File: src/rtl/muldiv_pkg.sv
// muldiv_pkg: FSM states, op encodings and sign helpers shared by the multiply/divide unit.
package muldiv_pkg;

    typedef enum logic [1:0] {IDLE, BUSY, DONE} state_t;

    localparam logic MD_MUL = 1'b0;
    localparam logic MD_DIV = 1'b1;

    // Sign helpers work in a 128-bit container, so 2*WIDTH may not exceed it.
    localparam int MAXW = 128;

    function automatic int clog2(input int n);
        int r = 0;
        while ((1 << r) < n) r++;
        return r;
    endfunction

    function automatic logic is_neg(input logic sgn, input logic msb);
        return sgn & msb;
    endfunction

    function automatic logic [MAXW-1:0] cneg(input logic c, input logic [MAXW-1:0] v);
        return c ? -v : v;
    endfunction

endpackage

File: src/rtl/muldiv_step.sv
// muldiv_step: one shift-add (MUL) or restoring shift-subtract (DIV) iteration; DIV path only with MULDIV_DIV_EN.
module muldiv_step
    import muldiv_pkg::*;
#(
    parameter int WIDTH = 32
) (
`ifdef MULDIV_DIV_EN
    input  logic             op_i,
`endif
    input  logic [WIDTH-1:0] acc_i,
    input  logic [WIDTH-1:0] lo_i,
    input  logic [WIDTH-1:0] b_i,
    output logic [WIDTH-1:0] acc_o,
    output logic [WIDTH-1:0] lo_o
);

    logic [WIDTH:0] sum;
`ifdef MULDIV_DIV_EN
    logic [WIDTH:0] part, diff;
`endif

    always_comb begin
        sum = lo_i[0] ? {1'b0, acc_i} + {1'b0, b_i} : {1'b0, acc_i};
        acc_o = sum[WIDTH:1];
        lo_o = {sum[0], lo_i[WIDTH-1:1]};
`ifdef MULDIV_DIV_EN
        part = {acc_i, lo_i[WIDTH-1]};
        diff = part - {1'b0, b_i};
        if (op_i == MD_DIV) begin
            acc_o = diff[WIDTH] ? part[WIDTH-1:0] : diff[WIDTH-1:0];
            lo_o = {lo_i[WIDTH-2:0], ~diff[WIDTH]};
        end
`endif
    end

endmodule

File: src/rtl/risc_muldiv.sv
// risc_muldiv: iterative signed/unsigned multiply/divide unit with core stall; define MULDIV_DIV_EN to include the divider.
module risc_muldiv
    import muldiv_pkg::*;
#(
    parameter int WIDTH = 32
) (
    input  logic             clk,
    input  logic             rst,
    input  logic             run,
    input  logic             op,
    input  logic             sgn,
    input  logic [WIDTH-1:0] x,
    input  logic [WIDTH-1:0] y,
    output logic             stall,
    output logic [WIDTH-1:0] z_lo,
    output logic [WIDTH-1:0] z_hi,
    output logic             dvz
);

    localparam int CW = clog2(WIDTH);
    localparam int W2 = 2 * WIDTH;

    state_t           state_q, state_d;
    logic [CW-1:0]    cnt_q, cnt_d;
    logic             sx_q, sx_d, sy_q, sy_d, dvz_q, dvz_d;
    logic             ok, nx, ny;
    logic [WIDTH-1:0] acc_q, acc_d, lo_q, lo_d, b_q, b_d, acc_n, lo_n;
    logic [WIDTH-1:0] z_lo_q, z_lo_d, z_hi_q, z_hi_d;
    logic [W2-1:0]    prod;
`ifdef MULDIV_DIV_EN
    logic             op_q, op_d, zero, fix;
    logic [WIDTH-1:0] quo, rem;
`endif

    assign nx = is_neg(sgn, x[WIDTH-1]);
    assign ny = is_neg(sgn, y[WIDTH-1]);
    assign prod = W2'(cneg(sx_q ^ sy_q, MAXW'({acc_n, lo_n})));

`ifdef MULDIV_DIV_EN
    assign ok = 1'b1;
    assign zero = b_q == '0;
    // Floor rounding: mixed signs with a non-zero remainder step q down and move r to the divisor's side.
    assign fix = !zero && (sx_q ^ sy_q) && acc_n != '0;
    assign quo = zero ? '1 : fix ? ~lo_n : WIDTH'(cneg(sx_q ^ sy_q, MAXW'(lo_n)));
    assign rem = fix ? WIDTH'(cneg(sy_q, MAXW'(b_q - acc_n))) : WIDTH'(cneg(sx_q, MAXW'(acc_n)));
`else
    assign ok = op == MD_MUL;
`endif

    assign stall = run && state_q != DONE && !(state_q == IDLE && !ok);
    assign z_lo = z_lo_q;
    assign z_hi = z_hi_q;
    assign dvz = dvz_q;

    muldiv_step #(.WIDTH(WIDTH)) u_step (
`ifdef MULDIV_DIV_EN
        .op_i  (op_q),
`endif
        .acc_i (acc_q),
        .lo_i  (lo_q),
        .b_i   (b_q),
        .acc_o (acc_n),
        .lo_o  (lo_n)
    );

    always_comb begin
        state_d = state_q;
        cnt_d = cnt_q;
        sx_d = sx_q;
        sy_d = sy_q;
        acc_d = acc_q;
        lo_d = lo_q;
        b_d = b_q;
        z_lo_d = z_lo_q;
        z_hi_d = z_hi_q;
        dvz_d = dvz_q;
`ifdef MULDIV_DIV_EN
        op_d = op_q;
`endif
        case (state_q)
            IDLE: begin
                if (run && ok) begin
                    state_d = BUSY;
                    cnt_d = CW'(WIDTH - 1);
                    sx_d = nx;
                    sy_d = ny;
                    acc_d = '0;
                    lo_d = WIDTH'(cneg(nx, MAXW'(x)));
                    b_d = WIDTH'(cneg(ny, MAXW'(y)));
`ifdef MULDIV_DIV_EN
                    op_d = op;
`endif
                end
            end
            BUSY: begin
                if (!run) begin
                    state_d = IDLE;
                end else begin
                    acc_d = acc_n;
                    lo_d = lo_n;
                    cnt_d = cnt_q - CW'(1);
                    if (cnt_q == '0) begin
                        state_d = DONE;
                        z_lo_d = prod[WIDTH-1:0];
                        z_hi_d = prod[W2-1:WIDTH];
                        dvz_d = 1'b0;
`ifdef MULDIV_DIV_EN
                        if (op_q == MD_DIV) begin
                            z_lo_d = quo;
                            z_hi_d = rem;
                            dvz_d = zero;
                        end
`endif
                    end
                end
            end
            default: state_d = IDLE;
        endcase
    end

    always_ff @(posedge clk or negedge rst) begin
        if (!rst) begin
            state_q <= IDLE;
            cnt_q <= '0;
            sx_q <= 1'b0;
            sy_q <= 1'b0;
            acc_q <= '0;
            lo_q <= '0;
            b_q <= '0;
            z_lo_q <= '0;
            z_hi_q <= '0;
            dvz_q <= 1'b0;
`ifdef MULDIV_DIV_EN
            op_q <= MD_MUL;
`endif
        end else begin
            state_q <= state_d;
            cnt_q <= cnt_d;
            sx_q <= sx_d;
            sy_q <= sy_d;
            acc_q <= acc_d;
            lo_q <= lo_d;
            b_q <= b_d;
            z_lo_q <= z_lo_d;
            z_hi_q <= z_hi_d;
            dvz_q <= dvz_d;
`ifdef MULDIV_DIV_EN
            op_q <= op_d;
`endif
        end
    end

endmodule
File: config.mk
export PLATFORM = sky130hd
export DESIGN_NAME = risc_muldiv
export DESIGN_NICKNAME = d
export VERILOG_FILES = /design/src/rtl/muldiv_pkg.sv /design/src/rtl/muldiv_step.sv /design/src/rtl/risc_muldiv.sv
export SDC_FILE = /design/constraint.sdc
export NUM_CORES = 1
export LEC_CHECK = 0
export ABC_AREA = 1
export CORE_MARGIN = 5
export CORE_UTILIZATION = 32
export CTS_CLUSTER_SIZE = 24
export DETAILED_ROUTE_END_ITERATION = 6
export PLACE_DENSITY = 0.56
export SETUP_SLACK_MARGIN = 0.5
export SLEW_MARGIN = 0
export SYNTH_ARGS = -nofsm -noshare
export SYNTH_HDL_FRONTEND = slang
export SYNTH_SLANG_ARGS = --single-unit
File: constraint.sdc
create_clock -name clk -period 5.8 [get_ports clk]
set_clock_uncertainty 0.1 [all_clocks]
set_input_delay 0.87 -clock clk [delete_from_list [all_inputs] [get_ports clk]]
set_output_delay 0.87 -clock clk [all_outputs]
set_load 0.01 [all_outputs]
-- Word-level counts from Yosys, hierarchy flattened
Index checks and enable logic that the tools add are counted.
- register bits: 169
- latch bits: 0
- bits in writable memories: 0
- memory bits (read-only): 0
- input port bits: 69
- output and inout port bits: 66
- logic and storage cells: 52
- memories: 0
- add/sub/neg operators: 5
- $mul: 0
- div/mod/pow operators: 0
- order comparisons: 0
- equality and inequality tests: 5
- shifts and indexed selects: 0
- multiplexer cells: 17
- bitwise logic cells: 4
- reductions and logical operators: 12
- operators with widths (kind ; number):
    32-bit 2-to-1 mux ; 6
    32-bit case mux with 2 select lines ; 2
    64-bit 2-to-1 mux ; 1
    32-bit negation ; 2
    64-bit negation ; 1
    32-bit by 32-bit adder with 33-bit output ; 1
    33-bit 2-to-1 mux ; 1
    5-bit 2-to-1 mux ; 2
    5-bit case mux with 2 select lines ; 1
    2-bit 2-to-1 mux ; 3
    3-bit AND reduction ; 2
    5-bit zero test ; 1
    5-bit by 1-bit subtractor with 5-bit output (second input constant) ; 1
    1-bit logical AND ; 4
    2-bit != test (second input constant) ; 2
    2-bit case mux with 2 select lines ; 1
    2-bit AND reduction ; 2
    3-bit != test (second input constant) ; 1
    1-bit bitwise AND ; 2
    2-bit by 1-bit == test with 1-bit output (second input constant) ; 1
    2-bit zero test ; 1
    2-bit by 1-bit != test with 1-bit output (second input constant) ; 1
    2-bit nonzero test ; 1
    1-bit zero test ; 1
    other kinds (2) ; 2

-- Logic depth before layout (Yosys ltp)
- depth in word-level cells: 4
- depth in mapped cells: 22
- depth with buffers taken out: 22

-- Hierarchy
From an unflattened synthesis, not the netlist that was laid out.
- cells, all modules: 2136
- area, all modules: 13528.0 µm²
- by module, submodules not included (module ; instances ; cells an instance ; area an instance (µm²)):
    risc_muldiv ; 1 ; 1520 ; 10522.6
    muldiv_step ; 1 ; 616 ; 3005.4

-- Worst setup path before layout
Ideal clock, no wire load.
- path kind: input -> register
- from: in y[0]
- to: reg b_q[30]
- setup time: 82 ps
- arrival time: 2562 ps
- required time: 5618 ps
- path slack: 3056 ps
- cell stages on the path: 15
- path buffers: 0
- cell sequence: inv_1 ha_1 nand3_1 nor3_2 nand3_1 inv_1 nand2_1 nand2_2 o21ai_0 a21oi_2 nand2_1 inv_1 o21ai_0 or2_0 a31oi_1
- longest elaborated chain between the ends: 2
- RTL lines (what ; line ; RTL):
    start: declaration ; risc_muldiv.sv:13 ; input logic [WIDTH-1:0] y,
    32-bit negation ; muldiv_pkg.sv:23 ; return c ? -v : v;
    32-bit 2-to-1 mux ; muldiv_pkg.sv:23 ;
    end signal: assignment ; risc_muldiv.sv:129 ; b_q <= '0;
    end signal: assignment ; risc_muldiv.sv:143 ; b_q <= b_d;
    end: declaration ; risc_muldiv.sv:27 ; logic [WIDTH-1:0] acc_q, acc_d, lo_q, lo_d, b_q, b_d, acc_n, lo_n;
Every way passes these cells.
A chain may end at the register's enable or synchronous reset.

-- Worst setup path in the final report
- from: reg state_q[1]
- to: reg z_lo_q[29] (netlist: z_lo[29])
- longest elaborated chain between the ends: 2
- RTL lines (what ; line ; RTL):
    start: declaration ; risc_muldiv.sv:23 ; state_t state_q, state_d;
    start signal: assignment ; risc_muldiv.sv:137 ; state_q <= state_d;
    2-bit by 1-bit == test with 1-bit output ; risc_muldiv.sv:80 ; case (state_q)
    3-bit AND reduction (no line) ; - ;
    end signal: assignment ; risc_muldiv.sv:144 ; z_lo_q <= z_lo_d;
    end: declaration ; risc_muldiv.sv:28 ; logic [WIDTH-1:0] z_lo_q, z_lo_d, z_hi_q, z_hi_d;
Every way passes these cells.

==> flow_summary.toml <==
[status]
status = "complete, no violations"

[worst_setup_path]
timing.critical_path.fanout_max = 60
critical_path.slowest_cell = "nor2_4"
crit_required_ps = 6000
worstPathCellList = "nor2_4 > clkinv_1 > nor2_2 > inv_1 > buf_4 > nor2_4 > inv_2 > buf_4 > nand2_1 > o21ai_0"
crit-reg2reg-launch = "state_q[1]$_DFFE_PN0P_"
timing.critical_path.to_type = "register"
r2r_setup_slack_ps = 1980
cp-startpoint = "state_q[1]$_DFFE_PN0P_"
worstSetupStartpointType = "register"
critical_path.n_buffers_inverters = 5
critical_path.top_delay_family = "simple AND/OR/NAND/NOR gates"
worstSetupPathType = "register to register"
end_of_the_worst_register_to_register_path = "z_lo[29]$_DFFE_PN0P_"
critical_path_arrival_ps = 4020
r2r.worst_path.cells = 10
critical-path-max-stage-delay_ps = 680

[power_and_ir_drop]
power_density_over_the_cells_nw_per_um2 = 363.9
p_comb_frac = 0.490
p_int_mw = 2.929
total_switching_power_mw = 2.613
seq_power_share = 0.295
switching_share = 0.4715
vdd.ir_drop.worst_mv = 0.2047
power_frac_clock = 0.215
static-leakage-power_nw = 7.578

[timing]
postLayoutSetupSlackWorst_ps = 1979
post-route-period-util = 0.6589
finalCriticalPeriod_ps = 3821
tightest_slew_ps = 982.1
achievable-frequency_mhz = 261.7
grt_setup_unrepaired = "false"
finalHoldViolations = 0
setup-violations-final = 0
fin_tns_setup_ps = 0
max_slew_margin = 0.3412
maxSlewViolCount = 0

[finish]
area_delta_synth_final_pct = 18.29
insertedDiodeCount = 0
drive_gt1_frac = 0.04893
finalNetCount = 2159

[global_routing]
all_layer_global_routing_usage = 0.1912
first_pass_grt_wire_length_um = 67520
first_global_vias = 12270
antenna_found_initial = 0
gr-total-overflow = 0
grt_max_degree = 169

[synthesis]
post-synth-top-area-fraction = 0.3285
post_synth.cell_area_avg_sq_um = 6.588
synth_cells = 1954
post_synth_net_total = 2061
yosys-top-cells-area = "dfrtp_1 33%, nand2_1 18%, inv_1 7.8%"
synth_top_cell_by_area = "dfrtp_1"
share_of_the_yosys_chip_area_belonging_to_registers = 0.3285
synth_seq_cells = 169
ys_warn_count = 0
synth.cell_area_sq_um = 12870
synthDistinctLibCells = 54

[route]
vias_per_cell = 4.871
drt-total-wl_um = 42380
wl_per_cell_um = 16.37
drt_pass1_iterations = 5
vias = 12610
drc_errors = 0
drt_iter0_drc = 874
antenna_left = 0

[flow_run]
max_cap_viol_count = 0

[clock_tree]
cts_tree = "done"
postCtsSetupRepairBufs = 0
number_of_buffers_between_clock_root_and_the_deepest_sink = 2
clock_tree.htree_level_count = 4
cts-hold-fix-buffers = 0
clock-sinks = 169
insertion_delay_ps = 450
clkTransAtPathRegs_ps = 70
clockRootBuffer = "clkbuf_16"
number_of_clock_buffers_inserted_by_tritoncts = 17
gates_resized_cts_repair = 0

[placed_design]
port-buffer-count = 133
place_worst_setup_slack_ps = 1962
rd_place_congestion = 0.9055
dp.final_hpwl_um = 33790

[floorplanning]
start_util = 0.3240
die_width_um = 210.6
die-height_um = 210.6
rows = 73
ios = 135
die-area_sq_um = 44340
floorplan.core_area_sq_um = 39730

[worst_hold_path]
hp-class = "primary input to async pin"
[synth_stat cells, drive strengths merged]
library cell / instances
o221ai: 3
or2: 5
or4: 1
conb: 1
a21boi: 1
fa: 1
clkbuf: 42
inv: 270
o21a: 4
nor3: 28
nand4: 23
o31ai: 13
ha: 37
a21oi: 62
or3: 1
and2: 7
o211ai: 14
clkinv: 2
dfrtp: 169
nand2: 632
buf: 22
o21ai: 178
nor4: 9
xor2: 67
o22ai: 27
nand3b: 2
o21bai: 5
a31oi: 6
nor2: 162
xnor2: 13
nand3: 143
a22oi: 4
[state kept, by name, summed over array words and instances (netlist names)]
signal   cells
acc_q       32
b_q         32
lo_q        32
z_hi        32
z_lo        32
cnt_q        5
state_q      2
sx_q         1
sy_q         1
[worst register-to-register path, cell delays in order, from the launching register on]
cell,delay (ps)
dfrtp_1,430
nor2_4,680
clkinv_1,250
nor2_2,310
inv_1,70
buf_4,260
nor2_4,460
inv_2,490
buf_4,440
nand2_1,110
o21ai_0,80
[cell usage in the layout (no fill, tap or decap), drive strengths merged, types with 9 or more instances in the layout]
cell and instances:
xor2 67, buf 11, o31ai 13, clkdlybuf4s50 132
nand4 23, o21ai 178, o211ai 14, clkbuf 17
o22ai 27, a21oi 62, ha 37, dfrtp 169
xnor2 13, nand3 143, nor4 9, nor2 162
nor3 28, inv 277, nand2 632
[how the worst max path moves through the flow]
stage | end | cells after the start | slack [ps]
2_1_floorplan | b_q[30]$_DFFE_PN0P_ | 15 | 3060
6_report | z_lo[29]$_DFFE_PN0P_ | 10 | 1980
4_1_cts | z_lo[29]$_DFFE_PN0P_ | 10 | 1930
5_1_grt | z_lo[2]$_DFFE_PN0P_ | 10 | 1570
3_5_place_dp | z_lo[29]$_DFFE_PN0P_ | 10 | 1960
3_3_place_gp | z_lo[10]$_DFFE_PN0P_ | 10 | 2000
[metal layers]
layer / global-route usage / routed length [um] / vias to the layer above
li1: - / - / 6477
met1: 0.2666 / 20200 / 5815
met2: 0.3120 / 19490 / 274
met3: 0.02203 / 1594 / 45
met4: 0.06014 / 1088 / 0
met5: 0 / 0 / -
[layout make-up]
| cell class | count | area, sq um |
|---|---|---|
| fillers | 4276 | 24500 |
| multi-input cells | 1449 | 7315 |
| flip-flops and latches | 169 | 4229 |
| repair buffers | 143 | 1420 |
| inverters | 272 | 1021 |
| well taps | 525 | 656.9 |
| clock buffers | 17 | 425.4 |
| clock inverters | 14 | 161.4 |
[metrics by stage]
step | cells | util | hold WS (ps) | area [sq um] | power, mW
after floorplan | 1954 | - | 353.1 | 12870 | 3.514
after detailed placement | 2558 | 0.3685 | 372.7 | 14640 | 4.360
final | 2589 | 0.3833 | 81.89 | 15230 | 5.542
after global routing | 2589 | 0.3833 | 63.93 | 15230 | 6.001
after CTS | 2589 | 0.3833 | 60.75 | 15230 | 5.573
after global placement | 2558 | 0.3685 | 366.3 | 14640 | 4.341
[kinds of logic (layout without fill, tap and decap cells)]
kind of cell               Yosys count  in the layout  synth area share
and+or+nand+nor                   1013           1013            0.3382
buffers and inverters              336            446            0.1037
other                                1              1         0.0002913
AOI/OAI and AO/OA                  317            317            0.1367
xor gates and xnor gates            80             80           0.05501
adders and majority gates           38             38           0.03752
DFF                                169            169            0.3285
[power by group through the flow]
stage          clock, mW  sequential (mW)  combinational, mW
5_1_grt             1.27             1.66               3.08
6_report            1.19             1.63               2.72
3_3_place_gp           0             1.66               2.68
2_1_floorplan          0             1.55               1.96
4_1_cts             1.22             1.64               2.71
3_5_place_dp           0             1.66               2.70
No activity file was read; power rests on OpenSTA's default activity.
